<file path="src/rtl/psum_add_tree.sv">
// psum_add_tree: pipelined partial-sum reduction for the conv psum path.
// NUM_PE PE psums are reduced through a log2(NUM_PE)-deep pairwise tree.
// Each tree level grows by one bit, so the tree itself never overflows.
// A final stage adds the chained FIFO psum, or zero on a first pass, and
// then saturates or wraps the result back to DATA_WIDTH.
module psum_add_tree #(
  parameter int DATA_WIDTH = 25,
  parameter int NUM_PE     = 4,
  parameter bit SAT_EN     = 1'b1
) (
  input  logic                           clk,
  input  logic                           rst_n,
  input  logic                           stall,
  input  logic                           in_valid,
  input  logic                           first_pass,
  input  logic [NUM_PE*DATA_WIDTH-1:0]   pe_data,
  input  logic [DATA_WIDTH-1:0]          fifo_data,
  input  logic                           sat_clr,
  output logic [DATA_WIDTH-1:0]          out,
  output logic                           out_valid,
  output logic                           sat_flag
);

  localparam int LEVELS = $clog2(NUM_PE);
  localparam int TW     = DATA_WIDTH + LEVELS;   // tree result width
  localparam int SW     = TW + 1;                // final-sum width

  localparam logic signed [DATA_WIDTH-1:0] OUT_MAX = {1'b0, {(DATA_WIDTH-1){1'b1}}};
  localparam logic signed [DATA_WIDTH-1:0] OUT_MIN = {1'b1, {(DATA_WIDTH-1){1'b0}}};
  localparam logic signed [SW-1:0] SUM_MAX = {{(LEVELS+1){1'b0}}, OUT_MAX};
  localparam logic signed [SW-1:0] SUM_MIN = {{(LEVELS+1){1'b1}}, OUT_MIN};

  logic                  adv_s;
  logic [LEVELS-1:0]     vld_r;
  logic [LEVELS-1:0]     fp_r;
  logic signed [TW-1:0]  tree_s;
  logic signed [SW-1:0]  tree_x_s;
  logic signed [SW-1:0]  fifo_x_s;
  logic signed [SW-1:0]  sum_s;
  logic [DATA_WIDTH-1:0] res_s;
  logic                  clamp_s;

  assign adv_s = ~stall;

  // Stage 0 is the raw PE input; stage k holds NUM_PE>>k values of DATA_WIDTH+k bits.
  for (genvar k = 0; k <= LEVELS; k++) begin : g_stage
    localparam int W = DATA_WIDTH + k;
    localparam int N = NUM_PE >> k;
    logic signed [W-1:0] node [N];

    if (k == 0) begin : g_leaf
      for (genvar j = 0; j < N; j++) begin : g_in
        assign node[j] = pe_data[j*DATA_WIDTH +: DATA_WIDTH];
      end
    end else begin : g_sum
      for (genvar j = 0; j < N; j++) begin : g_pair
        logic signed [W-1:0] a_s;
        logic signed [W-1:0] b_s;
        assign a_s = {g_stage[k-1].node[2*j][W-2],   g_stage[k-1].node[2*j]};
        assign b_s = {g_stage[k-1].node[2*j+1][W-2], g_stage[k-1].node[2*j+1]};

        // Register the sign-extended pairwise sum of the previous level
        always_ff @(posedge clk or negedge rst_n) begin
          if (!rst_n) begin
            node[j] <= '0;
          end else if (adv_s) begin
            node[j] <= a_s + b_s;
          end
        end
      end
    end
  end

  assign tree_s = g_stage[LEVELS].node[0];

  // Shift valid and first-pass flags in lockstep with the tree levels
  always_ff @(posedge clk or negedge rst_n) begin
    if (!rst_n) begin
      vld_r <= '0;
      fp_r  <= '0;
    end else if (adv_s) begin
      vld_r[0] <= in_valid;
      fp_r[0]  <= first_pass;
      for (int k = 1; k < LEVELS; k++) begin
        vld_r[k] <= vld_r[k-1];
        fp_r[k]  <= fp_r[k-1];
      end
    end
  end

  // Add the chained psum and clamp or wrap back to the output width
  always_comb begin
    tree_x_s = {tree_s[TW-1], tree_s};
    fifo_x_s = '0;
    res_s    = '0;
    clamp_s  = 1'b0;
    if (fp_r[LEVELS-1]) begin
      fifo_x_s = '0;
    end else begin
      fifo_x_s = {{(LEVELS+1){fifo_data[DATA_WIDTH-1]}}, fifo_data};
    end
    sum_s = tree_x_s + fifo_x_s;
    if (SAT_EN) begin
      if (sum_s > SUM_MAX) begin
        res_s   = OUT_MAX;
        clamp_s = 1'b1;
      end else if (sum_s < SUM_MIN) begin
        res_s   = OUT_MIN;
        clamp_s = 1'b1;
      end else begin
        res_s   = sum_s[DATA_WIDTH-1:0];
        clamp_s = 1'b0;
      end
    end else begin
      res_s   = sum_s[DATA_WIDTH-1:0];
      clamp_s = 1'b0;
    end
  end

  // Final stage: register the result and its valid bit
  always_ff @(posedge clk or negedge rst_n) begin
    if (!rst_n) begin
      out       <= '0;
      out_valid <= 1'b0;
    end else if (adv_s) begin
      out       <= res_s;
      out_valid <= vld_r[LEVELS-1];
    end
  end

  // Sticky saturation flag; a new clamp event wins over a coincident clear
  always_ff @(posedge clk or negedge rst_n) begin
    if (!rst_n) begin
      sat_flag <= 1'b0;
    end else if (adv_s && vld_r[LEVELS-1] && clamp_s) begin
      sat_flag <= 1'b1;
    end else if (sat_clr) begin
      sat_flag <= 1'b0;
    end
  end

endmodule

</file>
<file path="config.mk">
export PLATFORM = sky130hd
export DESIGN_NAME = psum_add_tree
export DESIGN_NICKNAME = d
export VERILOG_FILES = /design/src/rtl/psum_add_tree.sv
export SDC_FILE = /design/constraint.sdc
export NUM_CORES = 1
export LEC_CHECK = 0
export ABC_CLOCK_PERIOD_IN_PS = 3800
export CAP_MARGIN = 0
export CORE_MARGIN = 2
export CORE_UTILIZATION = 34
export DETAILED_ROUTE_END_ITERATION = 12
export SLEW_MARGIN = 25
export SYNTH_ARGS = -nofsm -noshare
export SYNTH_HDL_FRONTEND = slang
export SYNTH_SLANG_ARGS = --single-unit
export TNS_END_PERCENT = 10
</file>
<file path="constraint.sdc">
create_clock -name clk -period 3.8 [get_ports clk]
set_input_delay 0.76 -clock clk [delete_from_list [all_inputs] [get_ports clk]]
set_output_delay 0.76 -clock clk [all_outputs]
set_load 0.03 [all_outputs]
</file>
==> Yosys cells after proc, flatten, opt, wreduce, memory -nomap -nowiden <==
Index checks and enable logic that the tools add are counted.
{ "classes": {"n_addsub": 4, "order_cmp": 2, "muxes": 7, "n_bitwise": 1, "reduce_logical": 3} }
{ "op_table": {"columns": ["op", "count"], "rows": [
  ["adder 25 x 25 -> 26 bit", 2],
  ["2-to-1 mux 25 bit", 2],
  ["adder 27 x 28 -> 28 bit", 1],
  ["> comparator 28 x 25 -> 1 bit, second input constant", 1],
  ["< comparator 28 x 25 -> 1 bit, second input constant", 1],
  ["2-to-1 mux 28 bit", 1],
  ["adder 26 x 26 -> 27 bit", 1],
  ["2-to-1 mux 1 bit", 4],
  ["logical AND 1 bit", 2],
  ["nonzero test 2 bit", 1],
  ["inverter 1 bit", 1]
]} }
{ "word_totals": {"ff_bits": 110, "in_bits": 131, "out_inout_bits": 27, "wordCells": 25} }

==> Depth between registers and ports, before layout <==
{ "depth": {"ltp_word": 7, "depth_mapped": 15, "mapped_depth_nobuf": 13} }

==> Worst setup path after synthesis <==
OpenSTA, ideal clock, no wires.
{ "synth_timing": {"kind": "input to register", "startpoint": "input fifo_data[0]", "endpoint": "register out[8]", "setup_time_ns": 0.126, "t_arrival_ns": 3.438, "required_time_ns": 3.674, "path_slack_ns": 0.236, "stages": 14, "path_buffers": 1, "cell_sequence": "nor2b_1 > ha_1 > inv_1 > fa_1 > nand2b_1 > a21o_1 > a21boi_2 > o21ai_2 > a2111oi_4 > nor2_1 > o211ai_4 > a31oi_2 > buf_6 > a221o_1"} }
{ "synth_between": {"elab_chain_len": 5} }
{ "synth_lines": {"columns": ["element", "line", "text"], "rows": [
  ["from (decl)", "17", "input logic [DATA_WIDTH-1:0] fifo_data,"],
  ["2-to-1 mux 28 bit *", "97", "if (fp_r[LEVELS-1]) begin"],
  ["adder 27 x 28 -> 28 bit *", "102", "sum_s = tree_x_s + fifo_x_s;"],
  ["< comparator 28 x 25 -> 1 bit", "107", "end else if (sum_s < SUM_MIN) begin"],
  ["2-to-1 mux 25 bit", "107", null],
  ["2-to-1 mux 25 bit *", "104", "if (sum_s > SUM_MAX) begin"],
  ["to (signal assigned)", "126", "out <= res_s;"],
  ["to (decl)", "19", "output logic [DATA_WIDTH-1:0] out,"]
]} }
Mark *: on every way between the ends. The rest lies on a longest branch, timed or not.
A chain may end at the register's enable or synchronous reset.

==> Final worst setup path <==
{ "layout_timing": {"startpoint": "input fifo_data[8]", "endpoint": "register out[2]"} }
Same word-level chain as after synthesis.

==> impl_metrics.tcl <==
set metrics [dict create \
    layout_commonest_cell "clkdlybuf4s50_1" \
    relSlewSlack_pct 56.6 \
    syn-num-nets 1279 \
    skew_ns 0.00951 \
    n_antenna_cell 0 \
    cp-end-kind "flop" \
    ios 158 \
    grt.total_usage_pct 16.3 \
    finalSetupViolations 0 \
    p_leak_nw 5.27 \
    yosys.area.top_type "dfrtp_1" \
    grt_antenna_before_repair 0 \
    num_vias 8127 \
    ant_nets 0 \
    clock_latency_ns 0.36 \
    dr.pass1.iters 7 \
    first_global_vias 7774 \
    avgSynthCellArea_um2 8.80 \
    seq_area_mm2 0.00275 \
    synth.distinct_cells 78 \
    synthTopCellsByArea "dfrtp_1 (30%), ha_1 (14%), o21ai_0 (5.3%)" \
    die_y_um 168 \
    worst_setup_path_start_kind "primary input" \
    cts_buffers 9 \
    viasPerCell 5.13 \
    final_util_pct 44.6 \
    rr_startpoint "fp_r[1]" \
    whs_ns 0.414 \
    cts_tree "done" \
    cts.sinks 110 \
    grt_first_pass_wirelength_um 38100 \
    clock-root-buffer "clkbuf_16" \
    dp_hpwl_um 18300 \
    coreArea_mm2 0.0267 \
    placement.io_buffers 157 \
    final_cell_mix "clkdlybuf4s50_1 (154), nand2_1 (121), dfrtp_1 (109)" \
    drtIter0Drc 327 \
    ys_ff_latch 110 \
    ir_drop_uv 233 \
    wl_per_cell_um 14.6 \
    ys_warn_count 0 \
    cp-startpoint "fifo_data[8]" \
    clockBufferDepth 2 \
    cts.clk_slew.worst_paths_ns 0.07 \
    row_count 60 \
    synth_cells 1041 \
    hold_path_class "in -> async" \
    start_util_pct 34.3 \
    async_flop_share_pct 100 \
    maxCapViolCount 0 \
    dieArea_mm2 0.0283 \
    worstMarginPinSlew_ns 0.635 \
    routed_wl_um 23100 \
    synth_top_flop_cell "dfrtp_1" \
    cts_hold_repair.buffers 0 \
    fp.dieW_um 168 \
    multi_input_area_mm2 0.00619 \
    route.detailed.drc 0 \
    seq_area_frac_synth_pct 30.0 \
    htreeDepth 3 \
    arrival_ns 3.96 \
    critPathRequiredTime_ns 4.09 \
    slew_viol_final 0 \
    clock.fmax_mhz 272 \
    fill_cells 2640 \
    nNetsFinal 1477 \
    crit_type "in -> reg" \
    fin_crit_sh_pct 96.6 \
    routabilityCongestion 0.843 \
    hold_violations 0 \
    grt-ovfl-total 0 \
    period_minus_slack_ns 3.67 \
    synthesis.area_mm2 0.00916 \
    fin_setup_tns_ns 0 \
    synth_edf_count 0 \
    power_density_mw_per_mm2 580 \
    crit_fanout 11 \
    syn2layout_area_growth_pct 30.1 \
    grt_max_degree 95 \
    outcome "complete, no violations" \
    synth_top_area_share_pct 30.0 \
    final_layout_size_suffix_gt1_share_pct 9.81 \
]
cell usage after synthesis, types with 4 or more instances:
cell type,n
a21boi_0,4
nor2b_1,34
mux2_2,7
nor2_1,48
a21oi_1,79
o31a_1,4
a221o_1,21
o21bai_1,9
inv_1,39
xnor2_1,40
nor3b_1,5
nor3_1,26
a2111oi_0,4
and3_1,7
o31ai_1,18
o21ai_0,97
fa_1,4
dfrtp_1,110
nand3_1,23
o21a_1,17
or3_1,6
a31oi_1,7
mux2i_1,4
a21o_1,33
nand2b_1,14
xor2_1,29
o211ai_1,9
buf_6,4
ha_1,103
nor4_1,5
clkbuf_1,23
nand2_1,121
and2_1,5
a211oi_1,16
cell type report:
type                            count  area share [%]
Timing Repair Buffer              217            17.5
Sequential cell                   110            23.1
Tap cell                          341            3.58
Clock buffer                       11            2.12
Clock inverter                      4           0.451
Multi-Input combinational cell    862            52.0
Inverter                           39            1.23
layer usage:
metal	vias up	global-route usage, %	part of all wire (%)
met1	3723	23.4	51
met5	-	0	0
met2	139	26.4	45
met4	0	4.16	1.1
met3	16	1.53	2.7
li1	4249	-	-
through the flow:
step | worst slack, ns | std cells | total power [mW] | cell area (µm²)
6_report | 0.129 | 1584 | 6.91 | 11900
5_1_grt | -0.00141 | 1584 | 7.46 | 11900
4_1_cts | 0.0156 | 1583 | 6.88 | 11800
3_5_place_dp | -0.365 | 1568 | 5.84 | 11500
3_3_place_gp | -0.332 | 1568 | 5.79 | 11500
2_1_floorplan | 0.236 | 1041 | 4.50 | 9160
registers in the layout (all words and copies together) (netlist names):
signal and flops:
sat_flag 1, fp_r 2, vld_r 2, out 25
g_stage.node 79, out_valid 1
where the power goes:
| part | internal [mW] | switching, mW | leakage, nW | total, mW |
|---|---|---|---|---|
| clock | 0.547 | 0.454 | 0.144 | 1.00 |
| combinational | 1.96 | 2.12 | 3.82 | 4.09 |
| sequential | 1.56 | 0.262 | 1.31 | 1.82 |
worst paths after layout:
kind | slack, ns | end | depth (start not counted)
setup / recovery | 0.13 | out[2] | 13
hold / removal | 0.41 | out[20] | 1
setup reg to reg | 0.22 | out[2] | 13
hold reg to reg | 0.49 | out[24] | 1
max in group asynchronous | 2.73 | g_stage[2].node[0] | 2
min in group clk | 0.49 | out[24] | 1
critical path, cell delays in order:
cell and delay (ns):
clkdlybuf4s50_1 0.46, nor2b_4 0.18, ha_4 0.22, and2_4 0.16, a32o_1 0.24, a41o_1 0.23, o32a_4 0.35, a21oi_4 0.18
o21ai_4 0.10, xnor2_4 0.17, o41ai_4 0.51, clkbuf_16 0.26, a221o_1 0.13
cell families (layout without fill, tap and decap cells):
family,count (synthesis),in the layout,synth area share (%)
muxes,11,11,1.30
adders and majority gates,107,107,14.9
buffers and inverters,69,271,3.17
and+or+nand+nor,313,313,16.5
DFF,110,110,30.0
xor gates and xnor gates,71,71,7.07
AOI/OAI and AO/OA,360,360,26.9
what timing repair did:
action                                  in CTS  in global routing
buffers inserted                             0                  1
hold endpoints to repair                     0                  0
endpoints found under the setup margin       0                 25
resized for setup                            0                 19
Power figures use the tool's default switching activity.
